`config.mk`:
```
export PLATFORM = sky130hd
export DESIGN_NAME = uart_cmd_decoder
export DESIGN_NICKNAME = d
export VERILOG_FILES = /design/src/rtl/uart_cmd_pkg.sv /design/src/rtl/uart_echo_ctrl.sv /design/src/rtl/uart_cmd_decoder.sv
export SDC_FILE = /design/constraint.sdc
export NUM_CORES = 1
export LEC_CHECK = 0
export ABC_CLOCK_PERIOD_IN_PS = 1670
export CAP_MARGIN = 0
export CORE_UTILIZATION = 25
export DETAILED_ROUTE_END_ITERATION = 10
export SLEW_MARGIN = 15
export SYNTH_ARGS = -nofsm -noshare
export SYNTH_HDL_FRONTEND = slang
export SYNTH_SLANG_ARGS = --single-unit
```
`constraint.sdc`:
```
create_clock -name clk -period 1.67 [get_ports clk]
set_clock_uncertainty 0.2 [all_clocks]
set_input_delay 0.334 -clock clk [delete_from_list [all_inputs] [get_ports clk]]
set_output_delay 0.334 -clock clk [all_outputs]
set_load 0.05 [all_outputs]
```
`src/rtl/uart_cmd_pkg.sv`:
```
// Shared constants for the UART command decoder: command byte table,
// echo substitute for unknown bytes, echo FSM encoding, case folding helper.
package uart_cmd_pkg;

  localparam logic [7:0] CMD_RUNSTOP  = 8'h52;  // 'R'
  localparam logic [7:0] CMD_CLEAR    = 8'h43;  // 'C'
  localparam logic [7:0] CMD_SECUP    = 8'h53;  // 'S'
  localparam logic [7:0] CMD_MINUP    = 8'h4D;  // 'M'
  localparam logic [7:0] CMD_HOURUP   = 8'h48;  // 'H'
  localparam logic [7:0] CMD_DIGIT0   = 8'h30;  // '0'
  localparam logic [7:0] CMD_DIGIT1   = 8'h31;  // '1'
  localparam logic [7:0] CMD_WATCH    = 8'h57;  // 'W'
  localparam logic [7:0] CMD_STOPW    = 8'h54;  // 'T'
  localparam logic [7:0] CMD_RELEASE  = 8'h58;  // 'X'
  localparam logic [7:0] ECHO_UNKNOWN = 8'h3F;  // '?'

  typedef enum logic [1:0] {
    E_IDLE = 2'd0,
    E_REQ  = 2'd1,
    E_WAIT = 2'd2
  } echo_state_t;

  // Lower-case ASCII letters map onto upper-case by clearing bit 5.
  function automatic logic [7:0] fold_case(input logic [7:0] b);
    if (b >= 8'h61 && b <= 8'h7A) return b & 8'hDF;
    return b;
  endfunction

  // True when the (already folded) byte is one of the recognised commands.
  function automatic logic is_command(input logic [7:0] b);
    case (b)
      CMD_RUNSTOP, CMD_CLEAR, CMD_SECUP, CMD_MINUP, CMD_HOURUP,
      CMD_DIGIT0, CMD_DIGIT1, CMD_WATCH, CMD_STOPW, CMD_RELEASE: return 1'b1;
      default: return 1'b0;
    endcase
  endfunction

endpackage

```
`src/rtl/uart_echo_ctrl.sv`:
```
// Echo request controller: latches one byte per decode event and hands it to
// uart_tx once the transmitter is free. No queue; events arriving while an
// echo is in flight are dropped.
//
// state  | meaning
// E_IDLE | nothing pending, next echo_req is latched
// E_REQ  | byte latched, waiting for tx_busy=0 to fire tx_start
// E_WAIT | guard cycle so tx_busy has time to rise after tx_start
module uart_echo_ctrl
  import uart_cmd_pkg::*;
(
  input  logic       clk,
  input  logic       rst,
  input  logic       echo_req,
  input  logic [7:0] echo_byte,
  input  logic       tx_busy,
  output logic       tx_start,
  output logic [7:0] tx_data
);

  echo_state_t state;

  // Echo FSM and byte latch; the latch only loads from E_IDLE.
  always_ff @(posedge clk or negedge rst) begin
    if (!rst) begin
      state   <= E_IDLE;
      tx_data <= 8'h00;
    end else begin
      case (state)
        E_IDLE: begin
          if (echo_req) begin
            tx_data <= echo_byte;
            state   <= E_REQ;
          end
        end
        E_REQ: begin
          if (!tx_busy) state <= E_WAIT;
        end
        E_WAIT: state <= E_IDLE;
        default: state <= E_IDLE;
      endcase
    end
  end

  // Start strobe is issued in the same cycle the transmitter is seen idle.
  always_comb begin
    tx_start = (state == E_REQ) && !tx_busy;
  end

endmodule

```
`src/rtl/uart_cmd_decoder.sv`:
```
// Decodes single ASCII bytes from uart_rx into stopwatch/watch command
// strobes and mode override levels, optionally echoing each byte to uart_tx.
module uart_cmd_decoder
  import uart_cmd_pkg::*;
#(
  parameter int unsigned ECHO_EN     = 1,
  parameter int unsigned CASE_INSENS = 1
)
(
  input  logic       clk,
  input  logic       rst,
  input  logic [7:0] rx_data,
  input  logic       rx_done,
  input  logic       tx_busy,
  output logic [7:0] tx_data,
  output logic       tx_start,
  output logic       cmd_runstop,
  output logic       cmd_clear,
  output logic       cmd_secup,
  output logic       cmd_minup,
  output logic       cmd_hourup,
  output logic       cmd_digit_mode,
  output logic       cmd_mode0_trigger,
  output logic       cmd_watch_mode,
  output logic       cmd_mode1_trigger
);

  logic [7:0] key;
  logic       echo_req;
  logic [7:0] echo_byte;

  // Byte used for the table lookup, optionally case folded.
  always_comb begin
    key = rx_data;
    if (CASE_INSENS != 0) key = fold_case(rx_data);
  end

  // Command table: strobes last one cycle, levels hold until changed.
  always_ff @(posedge clk or negedge rst) begin
    if (!rst) begin
      cmd_runstop       <= 1'b0;
      cmd_clear         <= 1'b0;
      cmd_secup         <= 1'b0;
      cmd_minup         <= 1'b0;
      cmd_hourup        <= 1'b0;
      cmd_digit_mode    <= 1'b0;
      cmd_mode0_trigger <= 1'b0;
      cmd_watch_mode    <= 1'b0;
      cmd_mode1_trigger <= 1'b0;
      echo_req          <= 1'b0;
      echo_byte         <= 8'h00;
    end else begin
      cmd_runstop <= 1'b0;
      cmd_clear   <= 1'b0;
      cmd_secup   <= 1'b0;
      cmd_minup   <= 1'b0;
      cmd_hourup  <= 1'b0;
      echo_req    <= rx_done;
      if (rx_done) begin
        echo_byte <= is_command(key) ? key : ECHO_UNKNOWN;
        case (key)
          CMD_RUNSTOP: cmd_runstop <= 1'b1;
          CMD_CLEAR:   cmd_clear   <= 1'b1;
          CMD_SECUP:   cmd_secup   <= 1'b1;
          CMD_MINUP:   cmd_minup   <= 1'b1;
          CMD_HOURUP:  cmd_hourup  <= 1'b1;
          CMD_DIGIT0: begin
            cmd_digit_mode    <= 1'b0;
            cmd_mode0_trigger <= 1'b1;
          end
          CMD_DIGIT1: begin
            cmd_digit_mode    <= 1'b1;
            cmd_mode0_trigger <= 1'b1;
          end
          CMD_STOPW: begin
            cmd_watch_mode    <= 1'b0;
            cmd_mode1_trigger <= 1'b1;
          end
          CMD_WATCH: begin
            cmd_watch_mode    <= 1'b1;
            cmd_mode1_trigger <= 1'b1;
          end
          CMD_RELEASE: begin
            cmd_mode0_trigger <= 1'b0;
            cmd_mode1_trigger <= 1'b0;
          end
          default: ;
        endcase
      end
    end
  end

  if (ECHO_EN != 0) begin : g_echo
    uart_echo_ctrl u_echo (
      .clk       (clk),
      .rst       (rst),
      .echo_req  (echo_req),
      .echo_byte (echo_byte),
      .tx_busy   (tx_busy),
      .tx_start  (tx_start),
      .tx_data   (tx_data)
    );
  end else begin : g_no_echo
    assign tx_start = 1'b0;
    assign tx_data  = 8'h00;
  end

endmodule

```
## Yosys cells after proc, flatten, opt, wreduce, memory -nomap -nowiden

Cells that the tools add are included.
W data, S select, Z words.

| storage, ports and cells | value |
|---|---|
| flip-flop bits (word level) | 28 |
| input bits | 12 |
| word-level logic and storage cells | 68 |

| cells by class | value |
|---|---|
| muxes and demuxes | 23 |
| eq/ne operators | 13 |
| order comparisons | 2 |
| reduce and logical (&&, ||, !) cells | 17 |

Operators with widths:

| cell | number |
|---|---|
| $eq A8 B7 Y1 const B | 8 |
| $mux W8 | 3 |
| $eq A8 B6 Y1 const B | 2 |
| $mux W1 | 13 |
| $reduce_and A2 Y1 | 6 |
| $reduce_or A10 Y1 | 1 |
| $ge A8 B7 Y1 const B | 1 |
| $le A8 B7 Y1 const B | 1 |
| $pmux W1 S2 | 4 |
| $reduce_bool A2 Y1 | 4 |
| $mux W2 | 2 |
| $ne A2 B2 Y1 const B | 2 |
| $pmux W2 S2 | 1 |
| $reduce_or A2 Y1 | 2 |
| $eq A2 B1 Y1 const B | 1 |
| $logic_and A1 B1 Y1 | 2 |
| $logic_not A2 Y1 | 1 |
| $logic_not A1 Y1 | 1 |

## Depth between registers and ports, before layout

Gate-level depths: netlist (run 1).

| depth | value |
|---|---|
| depth in word-level cells | 9 |
| depth in mapped cells | 5 |

## By module

A second synthesis (run 1) with hierarchy kept.

| unflattened totals | value |
|---|---|
| cell total of the unflattened synthesis | 112 |
| area total of the unflattened synthesis | 1337.5 sq um |

By module, submodules not included:

| module | cells each | area an instance (sq um) | instances |
|---|---|---|---|
| uart_cmd_decoder | 89 | 949.7 | 1 |
| uart_echo_ctrl | 23 | 387.9 | 1 |

## Least setup slack after synthesis (run 1)

OpenSTA, ideal clock, no wires.

| timing path | value |
|---|---|
| path kind | register -> output |
| start point | register g_echo.u_echo.state[1] |
| end point | output tx_start |
| cell stages (with the launch flop) | 2 |
| slack | -458 ps |
| arrival time | 1594 ps |
| required time | 1136 ps |
| buffers on the path | 0 |
| path through | dfrtp_1 nor3b_1 |

| on the way | value |
|---|---|
| cells in the longest elaborated chain, start to end | 2 |

RTL lines:

| item | line | RTL |
|---|---|---|
| from (decl) | uart_echo_ctrl.sv:21 | `echo_state_t state;` |
| from (signal assigned) | uart_echo_ctrl.sv:26 | `state <= E_IDLE;` |
| from (signal assigned) | uart_echo_ctrl.sv:33 | `state <= E_REQ;` |
| from (signal assigned) | uart_echo_ctrl.sv:37 | `if (!tx_busy) state <= E_WAIT;` |
| $eq A2 B1 Y1 | uart_echo_ctrl.sv:47 | `tx_start = (state == E_REQ) && !tx_busy;` |
| $logic_and A1 B1 Y1 | uart_echo_ctrl.sv:47 |  |
| to (decl) | uart_cmd_decoder.sv:16 | `output logic tx_start,` |

No other way between the ends.

## Final worst setup path (run 1)

Ends and elaborated chain as after synthesis.

==> flow_summary.toml, run 1 <==
[run_status]
status = "completed"

[floorplanning]
coreArea_mm2 = 0.00488
row_count = 25
die_height_um = 74.4
initial_core_util = 0.269
io-pin-count = 30
fp.dieArea_mm2 = 0.00554
die_w_um = 74.4

[synth]
netlist_area_mm2 = 0.00131
synth_top_area_frac = 0.534
netlist_instances = 112
yosys_register_bits = 28
synth_largest_area_cell = "dfrtp_1"
yosys.cell_count.top_type = "dfrtp_1"
synthFlopType = "dfrtp_1"
yosysWarnings = 0
yosys.cell_types.count = 36
synth_edf_count = 0
ys_seq_area_frac = 0.534
avgSynthCellArea_um2 = 11.7
syn-num-nets = 124
async_flop_share = 1.00
synthTopCellsByCount = "28 x dfrtp_1, 10 x nand2_1, 9 x nor2_1"
yosys-top-cells-area = "dfrtp_1 53%, mux2_2 6.9%, mux2i_1 3.8%"

[layout]
n_antenna_cell = 0
fillers = 480
stdcell_count = 230
nets = 176
area_growth_pct = 59.4
fin_area_mm2 = 0.00209
post-route-util = 0.428
drive_above_1_share = 0.393

[grt]
grt_pass1_wl_um = 5210
antenna_found_initial = 0
grt_pass1_vias = 1070
grt_max_degree = 29
grt_use_total = 0.126
grt-ovfl-total = 0

[place]
dpl.hpwl_um = 2310
port_buffers = 29
routabilityCongestion = 0.921
place_area_mm2 = 0.00200
placed_cells = 223

[clocking]
clockBufferDepth = 2
clk_latency_ns = 0.28
cts_tree = "done"
root_buffer = "clkbuf_8"
clk_pin_slew_ns = 0.09
cts_buffers = 3
h-tree-depth = 1
cts.sinks = 28

[drt]
wirelength_um = 3080
ant_nets = 0
via_count = 1054
drtPass1Iterations = 4
drt-initial-drc-count = 63
drc_errors = 0
avgRoutedWirePerCell_um = 13.4
viasPerCell = 4.58

[power]
ir_drop_mv = 0.348
power_leakage_nw = 0.935
power.total_w = 0.00185
powerDensity_mw_per_mm2 = 887

[flow_run]
maxCapViolCount = 0

[worst_setup_path]
cp_max_fo = 2
cp-start-kind = "flip-flop"
cpMaxStageDelayCell = "dfrtp_2"
r2r_slack_ns = 0.07
reg2reg_depth = 4
cp_slowest_stage_delay_ns = 0.43
worst-path-stages = 2
crit_arrival_ns = 1.08
cpLargestDelayFamily = "flip-flops"
path_cells = "nor3b_4 -> buf_12"
path_buf_inv = 1
cp_data_required_time_ns = 1.14
critical_path_class = "flip-flop to output port"
end_kind = "output port"

[sta]
clock.fmax_ghz = 0.619
hold_viol_final = 0
finalCritPeriodShare = 0.967
worstMarginPinSlew_ns = 0.347
fin_crit_ns = 1.62
setup_viol_count_final = 0
report.final.slew_viol_count = 0
rsz0062_at_grt = "true"
maxSlewHeadroom = 0.769

[min_path]
hold_class = "input pin to async pin"
-- metrics by stage --
step                TNS [ns]  setup WS (ns)  hold WS (ns)
floorplan                  0         0.0275        -0.162
global placement       -4.69         -0.410         0.278
detailed placement     -5.28         -0.446         0.286
CTS                        0        0.00687         0.246
global route        -0.00137       -0.00137         0.273
finish                     0         0.0547         0.236
-- placed cells by master (no fill, tap or decap), drive strengths merged, types with 3 or more instances in the layout --
| master | Yosys | layout |
|---|---|---|
| o21ai | 5 | 5 |
| nor3b | 6 | 6 |
| mux2 | 9 | 9 |
| dfrtp | 28 | 28 |
| nor2 | 9 | 9 |
| buf | 5 | 41 |
| nand2 | 11 | 11 |
| a21oi | 4 | 4 |
| nor2b | 3 | 3 |
| dlygate4sd2 | 0 | 8 |
| nand2b | 3 | 3 |
| clkbuf | 0 | 4 |
| mux2i | 5 | 5 |
-- per-layer routing --
metal | vias to the layer above | track usage | share of wire
met5 | - | 0 | 0
met4 | 0 | 0.0503 | 0.020
met3 | 5 | 0.0217 | 0.062
met2 | 45 | 0.210 | 0.50
met1 | 511 | 0.164 | 0.42
li1 | 493 | - | -
-- where the power goes --
part / switching [W] / internal [W]
registers: 0.0000591 / 0.000742
logic: 0.000308 / 0.000326
clock network: 0.000206 / 0.000211
-- flip-flops by register name (all words and copies together), names as in the netlist --
name	flops
cmd_mode1_trigger	1
cmd_digit_mode	1
cmd_clear	1
g_echo.u_echo.state	2
echo_req	1
cmd_watch_mode	1
cmd_minup	1
cmd_secup	1
echo_byte	8
g_echo.u_echo.tx_data	8
cmd_runstop	1
cmd_hourup	1
cmd_mode0_trigger	1
-- cell families after synthesis --
group,share of synthesized area
AOI/OAI and AO/OA,0.0868
DFF,0.534
and+or+nand+nor,0.222
muxes,0.118
xor gates and xnor gates,0.00668
buffers and inverters,0.0315
-- timing repair --
action | 4_1_cts | 5_1_grt
gates resized for setup | 13 | 2
buffers inserted | 3 | 0
endpoints found under the setup margin | 12 | 4
pin swaps | 1 | 0
hold buffers | 0 | 0
-- final timing paths --
check / from / end
max in group asynchronous: rst / g_echo.u_echo.state[1]$_DFFE_PN0P_
min reg2reg: echo_byte[7]$_DFFE_PN0P_ / echo_byte[7]$_DFFE_PN0P_
max reg2reg: g_echo.u_echo.state[1]$_DFFE_PN0P_ / g_echo.u_echo.tx_data[4]$_DFFE_PN0P_
min in group clk: rx_done / cmd_clear$_DFF_PN0_
max: g_echo.u_echo.state[1]$_DFFE_PN0P_ / tx_start
min: rst / echo_byte[5]$_DFFE_PN0P_
-- final cells by class --
cell class | count | area (µm²) | share of cell area
Sequential cell | 28 | 702 | 0.336
Timing Repair Buffer | 52 | 654 | 0.313
Multi-Input combinational cell | 77 | 587 | 0.281
Tap cell | 67 | 83.8 | 0.0401
Clock buffer | 4 | 55.1 | 0.0263
Inverter | 2 | 7.51 | 0.00359
Note: power is estimated with default switching activity, not from simulation.
==> inputs of run 2 (changes only) <==
CTS_CLUSTER_DIAMETER = 150   (was unset)
SKIP_CTS_REPAIR_TIMING = 1   (was unset)
==> flow_summary.toml, run 2 (synthesis gave the netlist of run 1 again) <==
[worst_setup_path]
cp_data_required_time_ns = 1.14
reg2reg_from = "g_echo.u_echo.state[0]$_DFFE_PN0P_"
cp_max_fo = 2
end_kind = "output port"
critical_path_class = "flip-flop to output port"
r2r_slack_ns = 0.05
crit_arrival_ns = 1.10
cp-start-kind = "flip-flop"
r2r-end = "g_echo.u_echo.tx_data[4]$_DFFE_PN0P_"
reg2reg_depth = 4

[clocking]
cts_buffers = 3
clk_pin_slew_ns = 0.09
cts.sinks = 28
clk_latency_ns = 0.28
cts_tree = "done"
h-tree-depth = 1
clockBufferDepth = 2
root_buffer = "clkbuf_8"

[floorplanning]
row_count = 25
die_w_um = 74.4
initial_core_util = 0.269
coreArea_mm2 = 0.00488
io-pin-count = 30
die_height_um = 74.4
fp.dieArea_mm2 = 0.00554

[sta]
setup_viol_count_final = 0
worstMarginPinSlew_ns = 0.353
clock.fmax_ghz = 0.612
rsz0062_at_grt = "true"
setup_ws_ns = 0.0351
report.final.slew_viol_count = 0
fin_crit_ns = 1.63
finalCritPeriodShare = 0.979
hold_viol_final = 0
maxSlewHeadroom = 0.764
fin_setup_tns_ns = 0

[power]
ir_drop_mv = 0.348
power_leakage_nw = 0.994
power.total_w = 0.00186
powerDensity_mw_per_mm2 = 876

[drt]
drc_errors = 0
drtPass1Iterations = 5
wirelength_um = 3070
via_count = 1041
avgRoutedWirePerCell_um = 13.4
drt-initial-drc-count = 58
ant_nets = 0
viasPerCell = 4.55

[grt]
grt_pass1_wl_um = 5010
grt_pass1_vias = 1036
antenna_found_initial = 0
grt-ovfl-total = 0
grt_max_degree = 29
grt_use_total = 0.121

[run_status]
status = "completed"

[min_path]
worstHoldEndpoint = "g_echo.u_echo.state[1]$_DFFE_PN0P_"
hp-start = "tx_busy"
hold_class = "input pin to flip-flop"
whs_path_depth = 3

[layout]
final_cell_mix = "26 x dfrtp_1, 20 x buf_4, 18 x buf_12, 10 x nand2_1, 10 x dlymetal6s2s_1"
area_growth_pct = 61.5
reg_top3 = "echo_byte x8, g_echo.u_echo.tx_data x8, g_echo.u_echo.state x2"
layout_commonest_cell = "dfrtp_1"
drive_above_1_share = 0.395
n_antenna_cell = 0
nets = 175

[place]
dpl.hpwl_um = 2310
port_buffers = 29
pre_cts_ws_ns = -0.446
routabilityCongestion = 0.921

[flow_run]
maxCapViolCount = 0
[run 2: worst max-delay path by stage]
stage	startpoint	end	slack (ns)	depth (start not counted)
floorplan	g_echo.u_echo.state[1]$_DFFE_PN0P_	tx_start	0.03	1
global placement	rx_data[3]	echo_byte[6]$_DFFE_PN0P_	-0.41	6
detailed placement	rx_data[3]	echo_byte[6]$_DFFE_PN0P_	-0.45	6
CTS	rx_data[3]	echo_byte[6]$_DFFE_PN0P_	-0.19	5
global route	g_echo.u_echo.state[1]$_DFFE_PN0P_	tx_start	-0.02	2
finish	g_echo.u_echo.state[1]$_DFFE_PN0P_	tx_start	0.04	2
[run 2: power breakdown]
part | switching, W | leakage, nW | internal, W
sequential | 0.0000604 | 0.335 | 0.000743
combinational | 0.000305 | 0.630 | 0.000330
clock | 0.000206 | 0.0288 | 0.000211
total | 0.000572 | 0.994 | 0.00128
[run 2: layer usage]
metal | global-route usage | vias to the layer above | share of wire
li1 | - | 490 | -
met5 | 0 | - | 0
met4 | 0.0503 | 0 | 0.020
met2 | 0.193 | 39 | 0.49
met3 | 0.0217 | 5 | 0.064
met1 | 0.162 | 507 | 0.42
[run 2: stage by stage]
step	cells	utilization	cell area [µm²]	hold WS, ns
floorplan	112	-	1320	-0.162
global route	229	0.434	2120	0.203
detailed placement	223	0.410	2000	0.286
global placement	223	0.410	2000	0.278
finish	229	0.434	2120	0.197
CTS	227	0.421	2050	0.246
[run 2: final cells by class]
type | count | area (µm²)
clock buffers | 4 | 55.1
repair buffers | 51 | 682
inverters | 2 | 7.51
multi-input cells | 77 | 587
well taps | 67 | 83.8
fillers | 470 | 2760
flip-flops and latches | 28 | 703
[run 2: worst max-delay path, cell delays in order, from the launching register on]
cell and delay [ns]:
dfrtp_2 0.43, nor3b_4 0.20, clkbuf_16 0.19
==> inputs of run 3 (changes only) <==
--- a/constraint.sdc
+++ b/constraint.sdc
@@ -3,3 +3,3 @@
 set_input_delay 0.334 -clock clk [delete_from_list [all_inputs] [get_ports clk]]
 set_output_delay 0.334 -clock clk [all_outputs]
-set_load 0.05 [all_outputs]
+set_load 0.01 [all_outputs]
==> flow_summary.toml, run 3 (synthesis gave the netlist of run 1 again) <==
[worst_setup_path]
cp_data_required_time_ns = 1.14
cp_max_fo = 2
end_kind = "output port"
crit_arrival_ns = 1.11
cpMaxStageDelayCell = "clkdlybuf4s50_1"
cpLargestDelayFamily = "buffers and inverters"
crit_start = "tx_busy"
path_buf_inv = 2
critical_path_class = "input pin to output port"
reg2reg_from = "g_echo.u_echo.state[0]$_DFFE_PN0P_"
path_cells = "clkdlybuf4s50_1 -> nor3b_2 -> clkbuf_2"
cp-start-kind = "input pin"
cp_slowest_stage_delay_ns = 0.44

[layout]
reg_top3 = "echo_byte x8, g_echo.u_echo.tx_data x8, g_echo.u_echo.state x2"
nets = 180
fillers = 486
layout_commonest_cell = "dfrtp_1"
final_cell_mix = "28 x dfrtp_1, 26 x buf_4, 25 x dlymetal6s2s_1, 10 x nand2_1"
area_growth_pct = 52.1
drive_above_1_share = 0.317
n_antenna_cell = 0

[clocking]
cts_tree = "done"
cts.sinks = 28
clk_latency_ns = 0.27
clockBufferDepth = 2
root_buffer = "clkbuf_8"
h-tree-depth = 1
clk_pin_slew_ns = 0.09
cts_buffers = 3

[sta]
setup_ws_ns = 0.0308
hold_viol_final = 0
hold_ws_ns = 0.239
clock.fmax_ghz = 0.610
rsz0062_at_grt = "false"
fin_crit_ns = 1.64
maxSlewHeadroom = 0.758
report.final.slew_viol_count = 0
finalCritPeriodShare = 0.982
setup_viol_count_final = 0
worstMarginPinSlew_ns = 0.362

[drt]
via_count = 1052
drtPass1Iterations = 4
viasPerCell = 4.50
drt-initial-drc-count = 57
avgRoutedWirePerCell_um = 12.9
drc_errors = 0
ant_nets = 0
wirelength_um = 3020

[power]
ir_drop_mv = 0.324
power_leakage_nw = 1.13
powerDensity_mw_per_mm2 = 781

[run_status]
status = "completed"

[place]
routabilityCongestion = 0.906
dpl.hpwl_um = 2290
pre_cts_ws_ns = -0.492
port_buffers = 29

[floorplanning]
io-pin-count = 30
initial_core_util = 0.269
die_height_um = 74.4
coreArea_mm2 = 0.00488
row_count = 25
fp.dieArea_mm2 = 0.00554
die_w_um = 74.4

[grt]
antenna_found_initial = 0
grt-ovfl-total = 0
grt_use_total = 0.123
grt_pass1_wl_um = 5130
grt_pass1_vias = 1121
grt_max_degree = 29

[flow_run]
maxCapViolCount = 0

[min_path]
hold_class = "input pin to async pin"
==> run 3: changes by cell type in the layout (fill, tap and decap cells not counted), moves of 3 or more <==
cell,before,now
dlymetal6s2s_1,10,25
buf_4,20,26
buf_12,18,1
nor3b_2,1,4
==> run 3: final cells by class <==
class / count / area [µm²] / area share
tap: 67 / 83.8 / 0.0420
inverter: 2 / 7.51 / 0.00376
multi-input combinational: 77 / 584 / 0.293
timing repair buffer: 56 / 563 / 0.282
sequential: 28 / 701 / 0.351
clock buffer: 4 / 55.1 / 0.0276
==> run 3: stage by stage <==
stage	util	TNS [ns]	total power [W]	instances	area (µm²)
detailed placement	0.383	-5.81	0.00118	230	1870
CTS	0.394	-2.27	0.00160	234	1920
floorplan	-	0	0.000947	112	1310
global route	0.409	0	0.00165	234	1990
global placement	0.383	-5.14	0.00117	230	1870
finish	0.409	0	0.00156	234	1990
==> run 3: path summary, 6_finish.rpt <==
check,endpoint,slack [ns],cells past startpoint
setup / recovery,tx_start,0.03,3
hold / removal,g_echo.u_echo.tx_data[6]$_DFFE_PN0P_,0.24,2
setup reg to reg,g_echo.u_echo.tx_data[4]$_DFFE_PN0P_,0.09,4
hold reg to reg,g_echo.u_echo.tx_data[5]$_DFFE_PN0P_,0.30,1
max in group asynchronous,g_echo.u_echo.tx_data[2]$_DFFE_PN0P_,0.76,2
min in group clk,echo_byte[6]$_DFFE_PN0P_,0.26,3
==> run 3: power breakdown <==
group          switching [W]  internal, W
registers          0.0000316     0.000742
logic               0.000157     0.000216
clock network       0.000200     0.000211
total               0.000389      0.00117
==> run 3: layer usage <==
layer	GRT usage	vias up	share of wire	routed length (µm)
li1	-	501	-	-
met1	0.156	512	0.44	1320
met2	0.203	34	0.48	1450
met3	0.0271	5	0.070	210
met4	0.0482	0	0.013	39
met5	0	-	0	0
